File: config.mk
export PLATFORM = sky130hd
export DESIGN_NAME = instr_encoder
export DESIGN_NICKNAME = d
export VERILOG_FILES = /design/src/rtl/instr_encoder_pkg.sv /design/src/rtl/instr_encoder_encode.sv /design/src/rtl/instr_encoder.sv
export SDC_FILE = /design/constraint.sdc
export NUM_CORES = 1
export LEC_CHECK = 0
export CAP_MARGIN = 0
export CORE_MARGIN = 1
export CORE_UTILIZATION = 25
export CTS_CLUSTER_DIAMETER = 200
export DETAILED_ROUTE_END_ITERATION = 8
export PLACE_DENSITY_LB_ADDON = 0.2
export SYNTH_ARGS = -nofsm -noshare
export SYNTH_HDL_FRONTEND = slang
export SYNTH_SLANG_ARGS = --single-unit
File: constraint.sdc
create_clock -name clk -period 4.02 [get_ports clk]
set_input_delay 0.402 -clock clk [delete_from_list [all_inputs] [get_ports clk]]
set_output_delay 0.402 -clock clk [all_outputs]
set_load 0.03 [all_outputs]
File: src/rtl/instr_encoder_pkg.sv
`timescale 1ns/1ps
`default_nettype none
// ============================================================================
//  Module      : instr_encoder_pkg
//  Description : Shared definitions for the RV32IM instruction encoder:
//                ALU operation and operand-type codes shared with the core's
//                decoder, RV32 base opcodes, the error-code and FSM state
//                enumerations, and the internal immediate-format selector.
//  Revision    : 1.0 - initial release
// ============================================================================
package instr_encoder_pkg;

   // ALU operation codes produced by the decoder
   localparam logic [5:0] ALU_ADD    = 6'd0;
   localparam logic [5:0] ALU_SUB    = 6'd1;
   localparam logic [5:0] ALU_SLL    = 6'd2;
   localparam logic [5:0] ALU_SLT    = 6'd3;
   localparam logic [5:0] ALU_SLTU   = 6'd4;
   localparam logic [5:0] ALU_XOR    = 6'd5;
   localparam logic [5:0] ALU_SRL    = 6'd6;
   localparam logic [5:0] ALU_SRA    = 6'd7;
   localparam logic [5:0] ALU_OR     = 6'd8;
   localparam logic [5:0] ALU_AND    = 6'd9;
   localparam logic [5:0] ALU_BEQ    = 6'd10;
   localparam logic [5:0] ALU_BNE    = 6'd11;
   localparam logic [5:0] ALU_BLT    = 6'd12;
   localparam logic [5:0] ALU_BGE    = 6'd13;
   localparam logic [5:0] ALU_BLTU   = 6'd14;
   localparam logic [5:0] ALU_BGEU   = 6'd15;
   localparam logic [5:0] ALU_LB     = 6'd16;
   localparam logic [5:0] ALU_LH     = 6'd17;
   localparam logic [5:0] ALU_LW     = 6'd18;
   localparam logic [5:0] ALU_LBU    = 6'd19;
   localparam logic [5:0] ALU_LHU    = 6'd20;
   localparam logic [5:0] ALU_SB     = 6'd21;
   localparam logic [5:0] ALU_SH     = 6'd22;
   localparam logic [5:0] ALU_SW     = 6'd23;
   localparam logic [5:0] ALU_JAL    = 6'd24;
   localparam logic [5:0] ALU_JALR   = 6'd25;
   localparam logic [5:0] ALU_LUI    = 6'd26;
   // M-extension block: low three bits equal the R-type funct3
   localparam logic [5:0] ALU_MUL    = 6'd32;
   localparam logic [5:0] ALU_MULH   = 6'd33;
   localparam logic [5:0] ALU_MULHSU = 6'd34;
   localparam logic [5:0] ALU_MULHU  = 6'd35;
   localparam logic [5:0] ALU_DIV    = 6'd36;
   localparam logic [5:0] ALU_DIVU   = 6'd37;
   localparam logic [5:0] ALU_REM    = 6'd38;
   localparam logic [5:0] ALU_REMU   = 6'd39;
   localparam logic [5:0] ALU_NOP    = 6'd63;

   // Operand source types
   localparam logic [1:0] OP_TYPE_NONE = 2'd0;
   localparam logic [1:0] OP_TYPE_REG  = 2'd1;
   localparam logic [1:0] OP_TYPE_IMM  = 2'd2;
   localparam logic [1:0] OP_TYPE_PC   = 2'd3;

   // RV32 major opcodes
   localparam logic [6:0] OPC_OPIMM  = 7'b0010011;
   localparam logic [6:0] OPC_OP     = 7'b0110011;
   localparam logic [6:0] OPC_LUI    = 7'b0110111;
   localparam logic [6:0] OPC_AUIPC  = 7'b0010111;
   localparam logic [6:0] OPC_JAL    = 7'b1101111;
   localparam logic [6:0] OPC_JALR   = 7'b1100111;
   localparam logic [6:0] OPC_BRANCH = 7'b1100011;
   localparam logic [6:0] OPC_STORE  = 7'b0100011;
   localparam logic [6:0] OPC_LOAD   = 7'b0000011;

   typedef enum logic [1:0] {
      ERR_NONE     = 2'd0,
      ERR_ILLEGAL  = 2'd1,
      ERR_RANGE    = 2'd2,
      ERR_OVERFLOW = 2'd3
   } err_code_t;

   typedef enum logic [1:0] {
      ST_IDLE  = 2'd0,
      ST_RUN   = 2'd1,
      ST_DRAIN = 2'd2,
      ST_ERR   = 2'd3
   } state_t;

   // Instruction layout; FMT_SH is I-type with funct7 above a 5-bit shamt
   typedef enum logic [2:0] {
      FMT_R  = 3'd0,
      FMT_I  = 3'd1,
      FMT_SH = 3'd2,
      FMT_S  = 3'd3,
      FMT_B  = 3'd4,
      FMT_U  = 3'd5,
      FMT_J  = 3'd6
   } fmt_t;

endpackage
`default_nettype wire

File: src/rtl/instr_encoder_encode.sv
`timescale 1ns/1ps
`default_nettype none
// ============================================================================
//  Module      : rv_encode_word
//  Description : Combinational packer: decoded micro-op fields ->
//                {32-bit instruction word, illegal flag, range-error flag}.
//                M-extension codes are encoded only when ENCODER_MEXT_EN is
//                defined; otherwise they are reported illegal.
//  Ports       : i_alucode, i_op1_type, i_op2_type, i_rs1, i_rs2, i_rd, i_imm
//                -> o_word, o_illegal, o_range_err
//  Revision    : 1.0 - initial release
// ============================================================================
module rv_encode_word (
   input  logic [5:0]  i_alucode,
   input  logic [1:0]  i_op1_type,
   input  logic [1:0]  i_op2_type,
   input  logic [4:0]  i_rs1,
   input  logic [4:0]  i_rs2,
   input  logic [4:0]  i_rd,
   input  logic [31:0] i_imm,
   output logic [31:0] o_word,
   output logic        o_illegal,
   output logic        o_range_err
);
   import instr_encoder_pkg::*;

   fmt_t        w_fmt;
   logic [6:0]  w_opc;
   logic [2:0]  w_f3;
   logic [6:0]  w_f7;
   logic        w_illegal;
   logic        w_arith;
   logic        w_shift;
   logic        w_op1_reg;
   logic        w_op2_reg;
   logic        w_op2_imm;
   // Signed-fit tests: all bits above the sign bit must equal the sign bit
   logic        w_fit12;
   logic        w_fit13;
   logic        w_fit21;

   assign w_op1_reg = (i_op1_type == OP_TYPE_REG);
   assign w_op2_reg = (i_op2_type == OP_TYPE_REG);
   assign w_op2_imm = (i_op2_type == OP_TYPE_IMM);
   // ADD..AND are contiguous codes
   assign w_arith   = (i_alucode <= ALU_AND);
   assign w_shift   = (i_alucode == ALU_SLL) || (i_alucode == ALU_SRL) ||
                      (i_alucode == ALU_SRA);
   assign w_fit12   = (&i_imm[31:11]) | ~(|i_imm[31:11]);
   assign w_fit13   = (&i_imm[31:12]) | ~(|i_imm[31:12]);
   assign w_fit21   = (&i_imm[31:20]) | ~(|i_imm[31:20]);

   // Field selection
   always_comb begin
      w_fmt     = FMT_R;
      w_opc     = OPC_OP;
      w_f3      = 3'b000;
      w_f7      = 7'b0000000;
      w_illegal = 1'b0;

      case (i_alucode)
         ALU_SUB:  w_f7 = 7'b0100000;
         ALU_SLL:  w_f3 = 3'b001;
         ALU_SLT:  w_f3 = 3'b010;
         ALU_SLTU: w_f3 = 3'b011;
         ALU_XOR:  w_f3 = 3'b100;
         ALU_SRL:  w_f3 = 3'b101;
         ALU_SRA:  begin w_f3 = 3'b101; w_f7 = 7'b0100000; end
         ALU_OR:   w_f3 = 3'b110;
         ALU_AND:  w_f3 = 3'b111;
         ALU_BNE:  w_f3 = 3'b001;
         ALU_BLT:  w_f3 = 3'b100;
         ALU_BGE:  w_f3 = 3'b101;
         ALU_BLTU: w_f3 = 3'b110;
         ALU_BGEU: w_f3 = 3'b111;
         ALU_LH:   w_f3 = 3'b001;
         ALU_LW:   w_f3 = 3'b010;
         ALU_LBU:  w_f3 = 3'b100;
         ALU_LHU:  w_f3 = 3'b101;
         ALU_SH:   w_f3 = 3'b001;
         ALU_SW:   w_f3 = 3'b010;
         default:  w_f3 = 3'b000;
      endcase

      if (w_arith) begin
         if ((i_alucode == ALU_ADD) && (i_op1_type == OP_TYPE_IMM) &&
             (i_op2_type == OP_TYPE_PC)) begin
            w_opc = OPC_AUIPC;
            w_fmt = FMT_U;
         end else if (w_op1_reg && w_op2_reg) begin
            w_opc = OPC_OP;
            w_fmt = FMT_R;
         end else if (w_op1_reg && w_op2_imm && (i_alucode != ALU_SUB)) begin
            w_opc = OPC_OPIMM;
            w_fmt = w_shift ? FMT_SH : FMT_I;
         end else begin
            w_illegal = 1'b1;
         end
      end else begin
         case (i_alucode)
            ALU_BEQ, ALU_BNE, ALU_BLT, ALU_BGE, ALU_BLTU, ALU_BGEU: begin
               w_opc = OPC_BRANCH;
               w_fmt = FMT_B;
            end
            ALU_LB, ALU_LH, ALU_LW, ALU_LBU, ALU_LHU: begin
               w_opc = OPC_LOAD;
               w_fmt = FMT_I;
            end
            ALU_SB, ALU_SH, ALU_SW: begin
               w_opc = OPC_STORE;
               w_fmt = FMT_S;
            end
            ALU_JAL: begin
               w_opc = OPC_JAL;
               w_fmt = FMT_J;
            end
            ALU_JALR: begin
               w_opc = OPC_JALR;
               w_fmt = FMT_I;
            end
            ALU_LUI: begin
               w_opc = OPC_LUI;
               w_fmt = FMT_U;
            end
`ifdef ENCODER_MEXT_EN
            ALU_MUL, ALU_MULH, ALU_MULHSU, ALU_MULHU,
            ALU_DIV, ALU_DIVU, ALU_REM, ALU_REMU: begin
               if (w_op1_reg && w_op2_reg) begin
                  w_opc = OPC_OP;
                  w_fmt = FMT_R;
                  w_f3  = i_alucode[2:0];
                  w_f7  = 7'b0000001;
               end else begin
                  w_illegal = 1'b1;
               end
            end
`endif
            default: w_illegal = 1'b1;
         endcase
      end
   end

   // Word packing and immediate range checks
   always_comb begin
      o_word      = 32'd0;
      o_range_err = 1'b0;
      case (w_fmt)
         FMT_R: o_word = {w_f7, i_rs2, i_rs1, w_f3, i_rd, w_opc};
         FMT_I: begin
            o_word      = {i_imm[11:0], i_rs1, w_f3, i_rd, w_opc};
            o_range_err = ~w_fit12;
         end
         FMT_SH: begin
            o_word      = {w_f7, i_imm[4:0], i_rs1, w_f3, i_rd, w_opc};
            o_range_err = |i_imm[31:5];
         end
         FMT_S: begin
            o_word      = {i_imm[11:5], i_rs2, i_rs1, w_f3, i_imm[4:0], w_opc};
            o_range_err = ~w_fit12;
         end
         FMT_B: begin
            o_word      = {i_imm[12], i_imm[10:5], i_rs2, i_rs1, w_f3,
                           i_imm[4:1], i_imm[11], w_opc};
            o_range_err = i_imm[0] | ~w_fit13;
         end
         FMT_U: begin
            o_word      = {i_imm[31:12], i_rd, w_opc};
            o_range_err = |i_imm[11:0];
         end
         FMT_J: begin
            o_word      = {i_imm[20], i_imm[10:1], i_imm[11], i_imm[19:12],
                           i_rd, w_opc};
            o_range_err = i_imm[0] | ~w_fit21;
         end
         default: o_word = 32'd0;
      endcase
      // An illegal combination has no meaningful immediate layout
      if (w_illegal) begin
         o_range_err = 1'b0;
      end
   end

   assign o_illegal = w_illegal;

endmodule
`default_nettype wire

File: src/rtl/instr_encoder.sv
`timescale 1ns/1ps
`default_nettype none
// ============================================================================
//  Module      : instr_encoder
//  Description : Streaming RV32IM instruction encoder. Accepts decoded
//                micro-op fields over valid/ready, encodes them through a
//                two-stage pipeline (S1 capture, S2 encode/check/write) and
//                writes words to IMEM at consecutive addresses from
//                base_addr. Errors are sticky until the next start.
//                Optional feature macro: ENCODER_MEXT_EN (M-extension codes).
//  Ports       : clk, rst (async, active high), start, base_addr,
//                in_valid/in_ready, in_alucode, in_aluop1_type,
//                in_aluop2_type, in_rs1, in_rs2, in_rd, in_imm, in_last,
//                imem_we, imem_addr, imem_wdata, busy, done, err, err_code,
//                count
//  Revision    : 1.0 - initial release
// ============================================================================
module instr_encoder #(
   parameter int ADDR_W = 12
) (
   input  logic              clk,
   input  logic              rst,
   input  logic              start,
   input  logic [ADDR_W-1:0] base_addr,
   input  logic              in_valid,
   output logic              in_ready,
   input  logic [5:0]        in_alucode,
   input  logic [1:0]        in_aluop1_type,
   input  logic [1:0]        in_aluop2_type,
   input  logic [4:0]        in_rs1,
   input  logic [4:0]        in_rs2,
   input  logic [4:0]        in_rd,
   input  logic [31:0]       in_imm,
   input  logic              in_last,
   output logic              imem_we,
   output logic [ADDR_W-1:0] imem_addr,
   output logic [31:0]       imem_wdata,
   output logic              busy,
   output logic              done,
   output logic              err,
   output logic [1:0]        err_code,
   output logic [ADDR_W:0]   count
);
   import instr_encoder_pkg::*;

   localparam logic [ADDR_W:0] c_one = {{ADDR_W{1'b0}}, 1'b1};

   state_t            r_state;
   // Stage 1: captured fields
   logic              r_s1_valid;
   logic              r_s1_last;
   logic [5:0]        r_s1_alucode;
   logic [1:0]        r_s1_op1;
   logic [1:0]        r_s1_op2;
   logic [4:0]        r_s1_rs1;
   logic [4:0]        r_s1_rs2;
   logic [4:0]        r_s1_rd;
   logic [31:0]       r_s1_imm;
   // Stage 2: IMEM write port and status
   logic              r_we;
   logic              r_we_last;
   logic [ADDR_W-1:0] r_addr;
   logic [31:0]       r_wdata;
   logic              r_done;
   logic              r_err;
   err_code_t         r_err_code;
   logic [ADDR_W:0]   r_count;
   // Next write address with a carry bit; carry set means the space is used up
   logic [ADDR_W:0]   r_ptr;

   logic              w_in_ready;
   logic              w_accept;
   logic [31:0]       w_enc_word;
   logic              w_enc_illegal;
   logic              w_enc_range;
   logic              w_ovf;
   logic              w_s2_err;
   logic              w_s2_write;
   err_code_t         w_s2_code;

   rv_encode_word u_encode (
      .i_alucode   (r_s1_alucode),
      .i_op1_type  (r_s1_op1),
      .i_op2_type  (r_s1_op2),
      .i_rs1       (r_s1_rs1),
      .i_rs2       (r_s1_rs2),
      .i_rd        (r_s1_rd),
      .i_imm       (r_s1_imm),
      .o_word      (w_enc_word),
      .o_illegal   (w_enc_illegal),
      .o_range_err (w_enc_range)
   );

   assign w_in_ready = (r_state == ST_RUN) && !r_err;
   assign w_accept   = in_valid && w_in_ready;
   assign w_ovf      = r_ptr[ADDR_W];
   assign w_s2_err   = r_s1_valid && (w_enc_illegal || w_enc_range || w_ovf);
   assign w_s2_write = r_s1_valid && !(w_enc_illegal || w_enc_range || w_ovf);

   always_comb begin
      w_s2_code = ERR_OVERFLOW;
      if (w_enc_illegal) begin
         w_s2_code = ERR_ILLEGAL;
      end else if (w_enc_range) begin
         w_s2_code = ERR_RANGE;
      end
   end

   always_ff @(posedge clk or posedge rst) begin
      if (rst) begin
         r_state      <= ST_IDLE;
         r_s1_valid   <= 1'b0;
         r_s1_last    <= 1'b0;
         r_s1_alucode <= 6'd0;
         r_s1_op1     <= 2'd0;
         r_s1_op2     <= 2'd0;
         r_s1_rs1     <= 5'd0;
         r_s1_rs2     <= 5'd0;
         r_s1_rd      <= 5'd0;
         r_s1_imm     <= 32'd0;
         r_we         <= 1'b0;
         r_we_last    <= 1'b0;
         r_addr       <= '0;
         r_wdata      <= 32'd0;
         r_done       <= 1'b0;
         r_err        <= 1'b0;
         r_err_code   <= ERR_NONE;
         r_count      <= '0;
         r_ptr        <= '0;
      end else begin
         r_we      <= 1'b0;
         r_we_last <= 1'b0;
         r_done    <= 1'b0;

         // S1 refills every cycle; it never holds a word for more than one
         r_s1_valid <= w_accept;
         if (w_accept) begin
            r_s1_last    <= in_last;
            r_s1_alucode <= in_alucode;
            r_s1_op1     <= in_aluop1_type;
            r_s1_op2     <= in_aluop2_type;
            r_s1_rs1     <= in_rs1;
            r_s1_rs2     <= in_rs2;
            r_s1_rd      <= in_rd;
            r_s1_imm     <= in_imm;
         end

         if (w_s2_write) begin
            r_we      <= 1'b1;
            r_we_last <= r_s1_last;
            r_addr    <= r_ptr[ADDR_W-1:0];
            r_wdata   <= w_enc_word;
            r_ptr     <= r_ptr + c_one;
            r_count   <= r_count + c_one;
         end

         case (r_state)
            ST_IDLE, ST_ERR: begin
               if (start) begin
                  r_state    <= ST_RUN;
                  r_ptr      <= {1'b0, base_addr};
                  r_count    <= '0;
                  r_err      <= 1'b0;
                  r_err_code <= ERR_NONE;
               end
            end
            ST_RUN: begin
               if (w_s2_err) begin
                  r_state <= ST_ERR;
               end else if (w_accept && in_last) begin
                  r_state <= ST_DRAIN;
               end
            end
            ST_DRAIN: begin
               if (w_s2_err) begin
                  r_state <= ST_ERR;
               end else if (r_we_last) begin
                  // Last word strobed in the previous cycle: pipeline empty
                  r_done  <= 1'b1;
                  r_state <= ST_IDLE;
               end
            end
            default: r_state <= ST_IDLE;
         endcase

         // A failing word also flushes whatever was accepted behind it
         if (w_s2_err) begin
            r_err      <= 1'b1;
            r_err_code <= w_s2_code;
            r_s1_valid <= 1'b0;
         end
      end
   end

   assign in_ready   = w_in_ready;
   assign imem_we    = r_we;
   assign imem_addr  = r_addr;
   assign imem_wdata = r_wdata;
   assign busy       = (r_state == ST_RUN) || (r_state == ST_DRAIN);
   assign done       = r_done;
   assign err        = r_err;
   assign err_code   = r_err_code;
   assign count      = r_count;

endmodule
`default_nettype wire

### Word-level counts from Yosys, hierarchy flattened

Index checks and enable logic that the tools add are counted.

| word-level totals | value |
|---|---|
| output and inout bits | 64 |
| memories kept | 0 |
| input port bits | 74 |
| bits in read-only memories | 0 |
| bits in latches | 0 |
| flip-flop bits (word level) | 137 |
| memory bits (writable) | 0 |

| cells by class | value |
|---|---|
| eq/ne operators | 44 |
| reductions and logical operators | 46 |
| shift operators | 0 |
| $mul | 0 |
| bitwise operators | 11 |
| $add $sub $neg | 2 |
| muxes and demuxes | 47 |
| magnitude comparators | 1 |
| div/mod/pow operators | 0 |

Operators with widths:

| cell | count |
|---|---|
| 32-bit one-hot mux with 7 select lines | 1 |
| 13-bit 2-to-1 mux | 6 |
| 6-bit by 5-bit equality test with 1-bit output (second input constant) | 11 |
| 6-bit by 4-bit equality test with 1-bit output (second input constant) | 8 |
| 7-bit one-hot mux with 6 select lines | 1 |
| 27-bit OR reduction | 1 |
| 13-bit by 1-bit adder with 13-bit output (second input constant) | 2 |
| 6-bit by 3-bit equality test with 1-bit output (second input constant) | 4 |
| 12-bit OR reduction | 2 |
| 7-bit 2-to-1 mux | 3 |
| 3-bit one-hot mux with 7 select lines | 1 |
| 21-bit AND reduction | 1 |
| 21-bit OR reduction | 1 |
| 2-bit 2-to-1 mux | 10 |
| 20-bit AND reduction | 1 |
| 20-bit OR reduction | 1 |
| 17-bit OR reduction | 1 |
| 1-bit 2-to-1 mux | 16 |
| 3-bit one-hot mux with 5 select lines | 1 |
| 6-bit by 2-bit equality test with 1-bit output (second input constant) | 2 |
| 3-bit 2-to-1 mux | 4 |
| 6-bit 2-to-1 mux | 2 |
| 12-bit AND reduction | 1 |
| 6-bit OR reduction | 2 |
| 28 further kinds | 68 |

### Depth between registers and ports, before layout

| depth | value |
|---|---|
| word-level depth | 19 |
| gate-level depth with buffers | 12 |
| depth with buffers taken out | 9 |

### Modules after synthesis

From an unflattened synthesis, not the netlist that was laid out.

| second synthesis, totals | value |
|---|---|
| cells, all modules | 659 |
| area total of the unflattened synthesis | 6677.7 um^2 |

Modules (own cells, without submodules):

| module | seq. area each (um^2) | instances | area an instance (um^2) | cells an instance |
|---|---|---|---|---|
| instr_encoder | 3428.3 | 1 | 5525.3 | 489 |
| rv_encode_word | 0.0 | 1 | 1152.4 | 170 |

### Least setup slack after synthesis

OpenSTA, ideal clock, no wires.

| timing path | value |
|---|---|
| path kind | flip-flop to flip-flop |
| from | register r_s1_alucode[3] |
| to | register r_ptr[10] |
| stages on the path, launching flop included | 10 |
| setup time | 82 ps |
| data required time | 3938 ps |
| period minus slack after synthesis | 2444 ps |
| arrival | 2362 ps |
| buffers on the path | 1 |
| slack | 1576 ps |
| path through | dfrtp_1 buf_6 nor4_4 and3_4 o211ai_1 nor3b_2 a221oi_4 nand2_2 or4_1 a31oi_1 |

| on the way | value |
|---|---|
| word-level cells in the longest chain between the ends | 19 |

Ends and longest elaborated chain:

| what | line | RTL |
|---|---|---|
| start, declared | instr_encoder.sv:52 | `logic [5:0] r_s1_alucode;` |
| start signal, assigned | instr_encoder.sv:139 | `r_s1_alucode <= in_alucode;` |
| 6-bit by 2-bit equality test with 1-bit output or 6-bit by 3-bit equality test with 1-bit output (tied branches) | instr_encoder_encode.sv:47 | `assign w_shift = (i_alucode == ALU_SLL) \|\| (i_alucode == ALU_SRL) \|\|` |
| 1-bit logical OR (2 in a row) | instr_encoder_encode.sv:47 |  |
| 2-bit 2-to-1 mux | instr_encoder_encode.sv:95 | `w_fmt = w_shift ? FMT_SH : FMT_I;` |
| 3-bit 2-to-1 mux | instr_encoder_encode.sv:93 | `end else if (w_op1_reg && w_op2_imm && (i_alucode != ALU_SUB)) begin` |
| 3-bit 2-to-1 mux | instr_encoder_encode.sv:90 | `end else if (w_op1_reg && w_op2_reg) begin` |
| 3-bit 2-to-1 mux | instr_encoder_encode.sv:86 | `if ((i_alucode == ALU_ADD) && (i_op1_type == OP_TYPE_IMM) &&` |
| 3-bit 2-to-1 mux | instr_encoder_encode.sv:85 | `if (w_arith) begin` |
| 3-bit by 1-bit equality test with 1-bit output or 3-bit by 2-bit equality test with 1-bit output (tied branches) | instr_encoder_encode.sv:147 | `case (w_fmt)` |
| 2-bit OR reduction (no source line) | - |  |
| 1-bit one-hot mux with 5 select lines | instr_encoder_encode.sv:147 |  |
| 1-bit 2-to-1 mux | instr_encoder_encode.sv:178 | `if (w_illegal) begin` |
| 1-bit logical OR (*) (2 in a row) | instr_encoder.sv:98 | `assign w_s2_write = r_s1_valid && !(w_enc_illegal \|\| w_enc_range \|\| w_ovf);` |
| 1-bit zero test (*) | instr_encoder.sv:98 |  |
| 1-bit logical AND (*) | instr_encoder.sv:98 |  |
| 13-bit 2-to-1 mux (*) | instr_encoder.sv:148 | `if (w_s2_write) begin` |
| 13-bit 2-to-1 mux | instr_encoder.sv:159 | `if (start) begin` |
| 13-bit 2-to-1 mux (*) | instr_encoder.sv:157 | `case (r_state)` |
| end signal, assigned | instr_encoder.sv:153 | `r_ptr <= r_ptr + c_one;` |
| end signal, assigned | instr_encoder.sv:161 | `r_ptr <= {1'b0, base_addr};` |
| end, declared | instr_encoder.sv:69 | `logic [ADDR_W:0] r_ptr;` |

Every way passes the cells marked *; elsewhere a longest branch is shown, timed or not.
A chain may end at the register's enable or synchronous reset.

### Final worst setup path

| timing path | value |
|---|---|
| from | register r_s1_alucode[3] |
| to | register r_wdata[6], in the netlist imem_wdata[6] |

| on the way | value |
|---|---|
| word-level cells in the longest chain between the ends | 16 |

Ends and longest elaborated chain:

| what | line | RTL |
|---|---|---|
| 6-bit by 2-bit equality test with 1-bit output or 6-bit by 3-bit equality test with 1-bit output (tied branches) | instr_encoder_encode.sv:47 |  |
| 1-bit logical OR (2 in a row) | instr_encoder_encode.sv:47 |  |
| 2-bit 2-to-1 mux | instr_encoder_encode.sv:95 |  |
| 3-bit 2-to-1 mux | instr_encoder_encode.sv:93 |  |
| 3-bit 2-to-1 mux | instr_encoder_encode.sv:90 |  |
| 3-bit 2-to-1 mux | instr_encoder_encode.sv:86 |  |
| 3-bit 2-to-1 mux | instr_encoder_encode.sv:85 |  |
| 3-bit by 1-bit equality test with 1-bit output or 3-bit by 2-bit equality test with 1-bit output (tied branches) | instr_encoder_encode.sv:147 |  |
| 2-bit OR reduction (no source line) | - |  |
| 1-bit one-hot mux with 5 select lines | instr_encoder_encode.sv:147 |  |
| 1-bit 2-to-1 mux | instr_encoder_encode.sv:178 |  |
| 1-bit logical OR (2 in a row) | instr_encoder.sv:98 |  |
| 1-bit zero test | instr_encoder.sv:98 |  |
| 1-bit logical AND | instr_encoder.sv:98 |  |
| end signal, assigned | instr_encoder.sv:152 | `r_wdata <= w_enc_word;` |
| end, declared | instr_encoder.sv:63 | `logic [31:0] r_wdata;` |

Several ways; a longest one is shown, not always the timed one.

==> results list <==
* Result of the run: complete, no violations
* Crit end category: flip-flop
- Count of routing violations after the opening detailed-route iteration: 389
- The worst hold path belongs to the class reg -> reg.
- Fin nets: 836
* Int Power: 4.23 mW
- Summed over all nets, the switching power comes to 2.91 mW.
- The later pin in the worst-skew pair is clocked with a latency of 0.42 ns.
* Slack of the critical path: 0.409 ns
* Signed area change from the synthesized netlist to the final layout: 35.7%
- The count of final max-slew check failures was 0.
- First-pass DRT Iterations: 6
- Core Util, Final: 34.8%
* Setup crit end: imem_wdata[6]
* Total nets after synthesis: 703
* Headroom to the max-slew limit: 42.1%
- Across the VDD grid, the largest voltage drop is 0.372 mV.
- Highest attainable clock frequency: 0.277 GHz
- Remaining global-route overflow: 0
* Critical setup path kind: reg -> reg
- The number of hold violations in the final report came to 0.
* Clock Root Buffer: sky130_fd_sc_hd__clkbuf_16
- Net switching is 40.8% of the power.
- After filler insertion, the fill cell instance count of the layout stands at 2591.
- Die Outline Area: 26700 um2
* Worst hold slack across all endpoints: 0.478 ns
- Worst-path fanout max: 18
* Total number of yosys warnings: 0
* Data required time at the worst endpoint: 4.32 ns
* Area of the multi-input gates: 2890 um2
- Overall Global Routing Usage: 14.8%
* Pre-CTS worst setup slack: 0.424 ns
* List of most frequent post-synthesis cells: sky130_fd_sc_hd__dfrtp_1, sky130_fd_sc_hd__nand2_1, sky130_fd_sc_hd__mux2_2
- The tool flagged a number of max-cap violations equal to 0.
- After detailed routing, the total wire length is 18500 um.
- Global-route wire length before repair: 30000 um
- Placement row count: 58
* Library cell with the highest instance count after synthesis: sky130_fd_sc_hd__dfrtp_1
* Start point of the critical path: r_s1_alucode[3]
- The post-route netlist has 15.6% of its cells at a drive strength greater than 1.
- Postcts setup bufs: 0
- Counting cells, the worst reg-to-reg path comes to 9.
- The synthesized design contains 0 enable-type register cells.
- Final cycle utilization of the critical path: 89.8%
* Count of vias placed by the detailed router: 5143
* Synth area leaders: sky130_fd_sc_hd__dfrtp_1, sky130_fd_sc_hd__mux2_2, sky130_fd_sc_hd__nand2_1
- Summing all flip-flop and latch instances after layout gives 3400 um2.
- Synthesis instantiated 65 different standard cells from the library.
- During placement, the flow inserted port buffers numbering 137.
- After clock tree synthesis, the repair step resized 0 gates.
- I/O pin cnt: 138
- TritonCTS built the clock tree.
- In this run, flip-flops and latches consume 35.6% of the power.
- Dominant cell type by area after synthesis: sky130_fd_sc_hd__dfrtp_1
* Power per cell area: 809 nW/um2
- The congestion estimate from routability-driven global placement came to 0.810.
* Number of placed instances with taps included: 1067
- Setup_tns: 0 ns
* Area of the mapped netlist: 6510 um2
- Deepest clock path buffer count: 2
* Period minus WS final: 3.61 ns
* Maximum level of the CTS H-tree: 4
- The number of global-route vias before repair was 5292.
* Clk pin slew, worst setup/hold paths: 0.06 ns
- Measured along the x axis, the die boundary spans 163 um.
- STA classifies the critical path startpoint as a flip-flop.
- Summing all non-filler instances in the final layout gives an area of 8840 um2.
* Total core area: 25400 um2
- Dividing the synthesized area by the synthesized cell count gives 10.4 um2.
- Cts-stage hold buffer count: 0
* Maximum number of pins on one net before global-route repair: 60
- Synthesis-stage register bit count: 136
- After detailed routing, the number of remaining DRC violations is 0.
- The number of antenna violations at the first check in global routing came to 1.
* Detail Route Antenna Nets: 0
- Worst R2R End: imem_wdata[6]
- Starting density of the core: 25.6%
- The tree built by TritonCTS fans out to 136 sinks.
- Clock group share of total power: 21.8%
- Combinational group share of total power: 42.7%
- Number of vias per cell after detailed routing: 4.67
* Setup Skew: 0.0101 ns
- TritonCTS created 17 clock buffers.
- Area share of the leading cell type in the synthesized netlist: 52.3%
- Total of endpoints with negative setup slack in the final report: 0
- Data on the critical path arrives at its endpoint at 3.91 ns.
- Synthesis produced 625 cells.
- Summing all placed instances gives a cell area of 8240 um2.
* Leakage component of the power: 3.70 nW
- Setup slack on the worst reg-to-reg path comes out at 0.41 ns.
- Launching point of the worst reg2reg path: r_s1_alucode[3]
- Power Total: 7.14 mW
- Share of async-settable or async-resettable flops after synthesis: 100%
- Detailed-placement wirelength estimate: 13400 um
* Sequential share of the synthesized area: 52.3%
* Die extent in y: 163 um
- Among all flip-flop cells after synthesis, the most frequent one is sky130_fd_sc_hd__dfrtp_1.
* Final standard cell count with taps included and fillers excluded: 1102
- Slew @ Worst Pin: 0.865 ns
* Drt wl/cell: 16.8 um
[state kept, by name, summed over array words and instances (netlist names), 2 cells and up]
signal and count:
imem_addr 12, r_s1_rs1 5, r_s1_op1 2, r_s1_alucode 6, r_s1_op2 2, count 13, r_s1_rs2 5, err_code 2
r_state 2, imem_wdata 31, r_s1_imm 32, r_s1_rd 5, r_ptr 13
[cell type report]
type                            instances  share of cell area (%)
Tap cell                              330                    4.67
Clock inverter                         11                    1.39
Sequential cell                       136                    38.5
Timing Repair Buffer                  151                    16.9
Clock buffer                           21                    5.21
Inverter                               14                   0.637
Multi-Input combinational cell        438                    32.7
Antenna cell                            1                  0.0283
[how the worst min path moves through the flow]
stage | startpoint | to | slack, ns | cells past startpoint
after global placement | imem_addr[6] | imem_addr[6] | 0.46 | 2
final | imem_addr[7] | imem_addr[7] | 0.48 | 2
after detailed placement | imem_addr[8] | imem_addr[8] | 0.47 | 2
after global routing | imem_addr[6] | imem_addr[6] | 0.49 | 2
after floorplan | r_s1_last | r_s1_last | 0.44 | 2
after CTS | imem_addr[8] | imem_addr[8] | 0.48 | 2
[power by group through the flow]
stage,Clock (mW),Combinational [mW],Sequential (mW)
after floorplan,0,1.85,2.65
after global placement,0,2.99,2.56
after detailed placement,0,3.02,2.56
after CTS,1.61,3.03,2.54
after global routing,1.66,3.37,2.64
final,1.55,3.05,2.54
[layout by cell type, fill, tap and decap left out, types with 11 or more instances in the layout]
cell and n:
sky130_fd_sc_hd__a21oi_1 21, sky130_fd_sc_hd__and3_1 11, sky130_fd_sc_hd__buf_4 13, sky130_fd_sc_hd__clkbuf_16 17, sky130_fd_sc_hd__clkdlybuf4s50_1 137, sky130_fd_sc_hd__dfrtp_1 136
sky130_fd_sc_hd__mux2_2 57, sky130_fd_sc_hd__nand2_1 89, sky130_fd_sc_hd__nand3_1 13, sky130_fd_sc_hd__nand4_1 13, sky130_fd_sc_hd__nor2_1 47, sky130_fd_sc_hd__nor3_1 13
sky130_fd_sc_hd__o21ai_0 39, sky130_fd_sc_hd__xor2_1 12
[critical path, cell delays in order (launching register included)]
cell and delay, ns:
sky130_fd_sc_hd__dfrtp_1 0.70, sky130_fd_sc_hd__nor2b_1 0.35, sky130_fd_sc_hd__and4_1 0.41, sky130_fd_sc_hd__o211ai_1 0.16
sky130_fd_sc_hd__o221ai_2 0.13, sky130_fd_sc_hd__o2111a_1 0.56, sky130_fd_sc_hd__nand2_2 0.29, sky130_fd_sc_hd__buf_4 0.32
sky130_fd_sc_hd__buf_4 0.22, sky130_fd_sc_hd__o41ai_1 0.33
[per-layer routing]
| metal | vias up | share of wire [%] | wire length, um | GRT usage [%] |
|---|---|---|---|---|
| met5 | - | 0 | 0 | 0 |
| met3 | 9 | 6.0 | 1110 | 4.67 |
| met2 | 138 | 45 | 8380 | 22.2 |
| li1 | 2515 | - | - | - |
| met4 | 0 | 0.72 | 133 | 3.87 |
| met1 | 2481 | 48 | 8920 | 20.3 |
[kinds of logic (layout without fill, tap and decap cells)]
logic type      count (synthesis)  count (layout)  synth area share, %
compound gates                119             119                 12.4
xor+xnor                       21              21                 2.82
fa+ha+maj                       4               4                0.769
buf+inv                        51             197                 3.42
flops                         136             136                 52.3
mux                            67              67                 11.4
other cells                     0               1                    0
simple gates                  227             227                 16.9
Note: power is estimated with default switching activity, not from simulation.
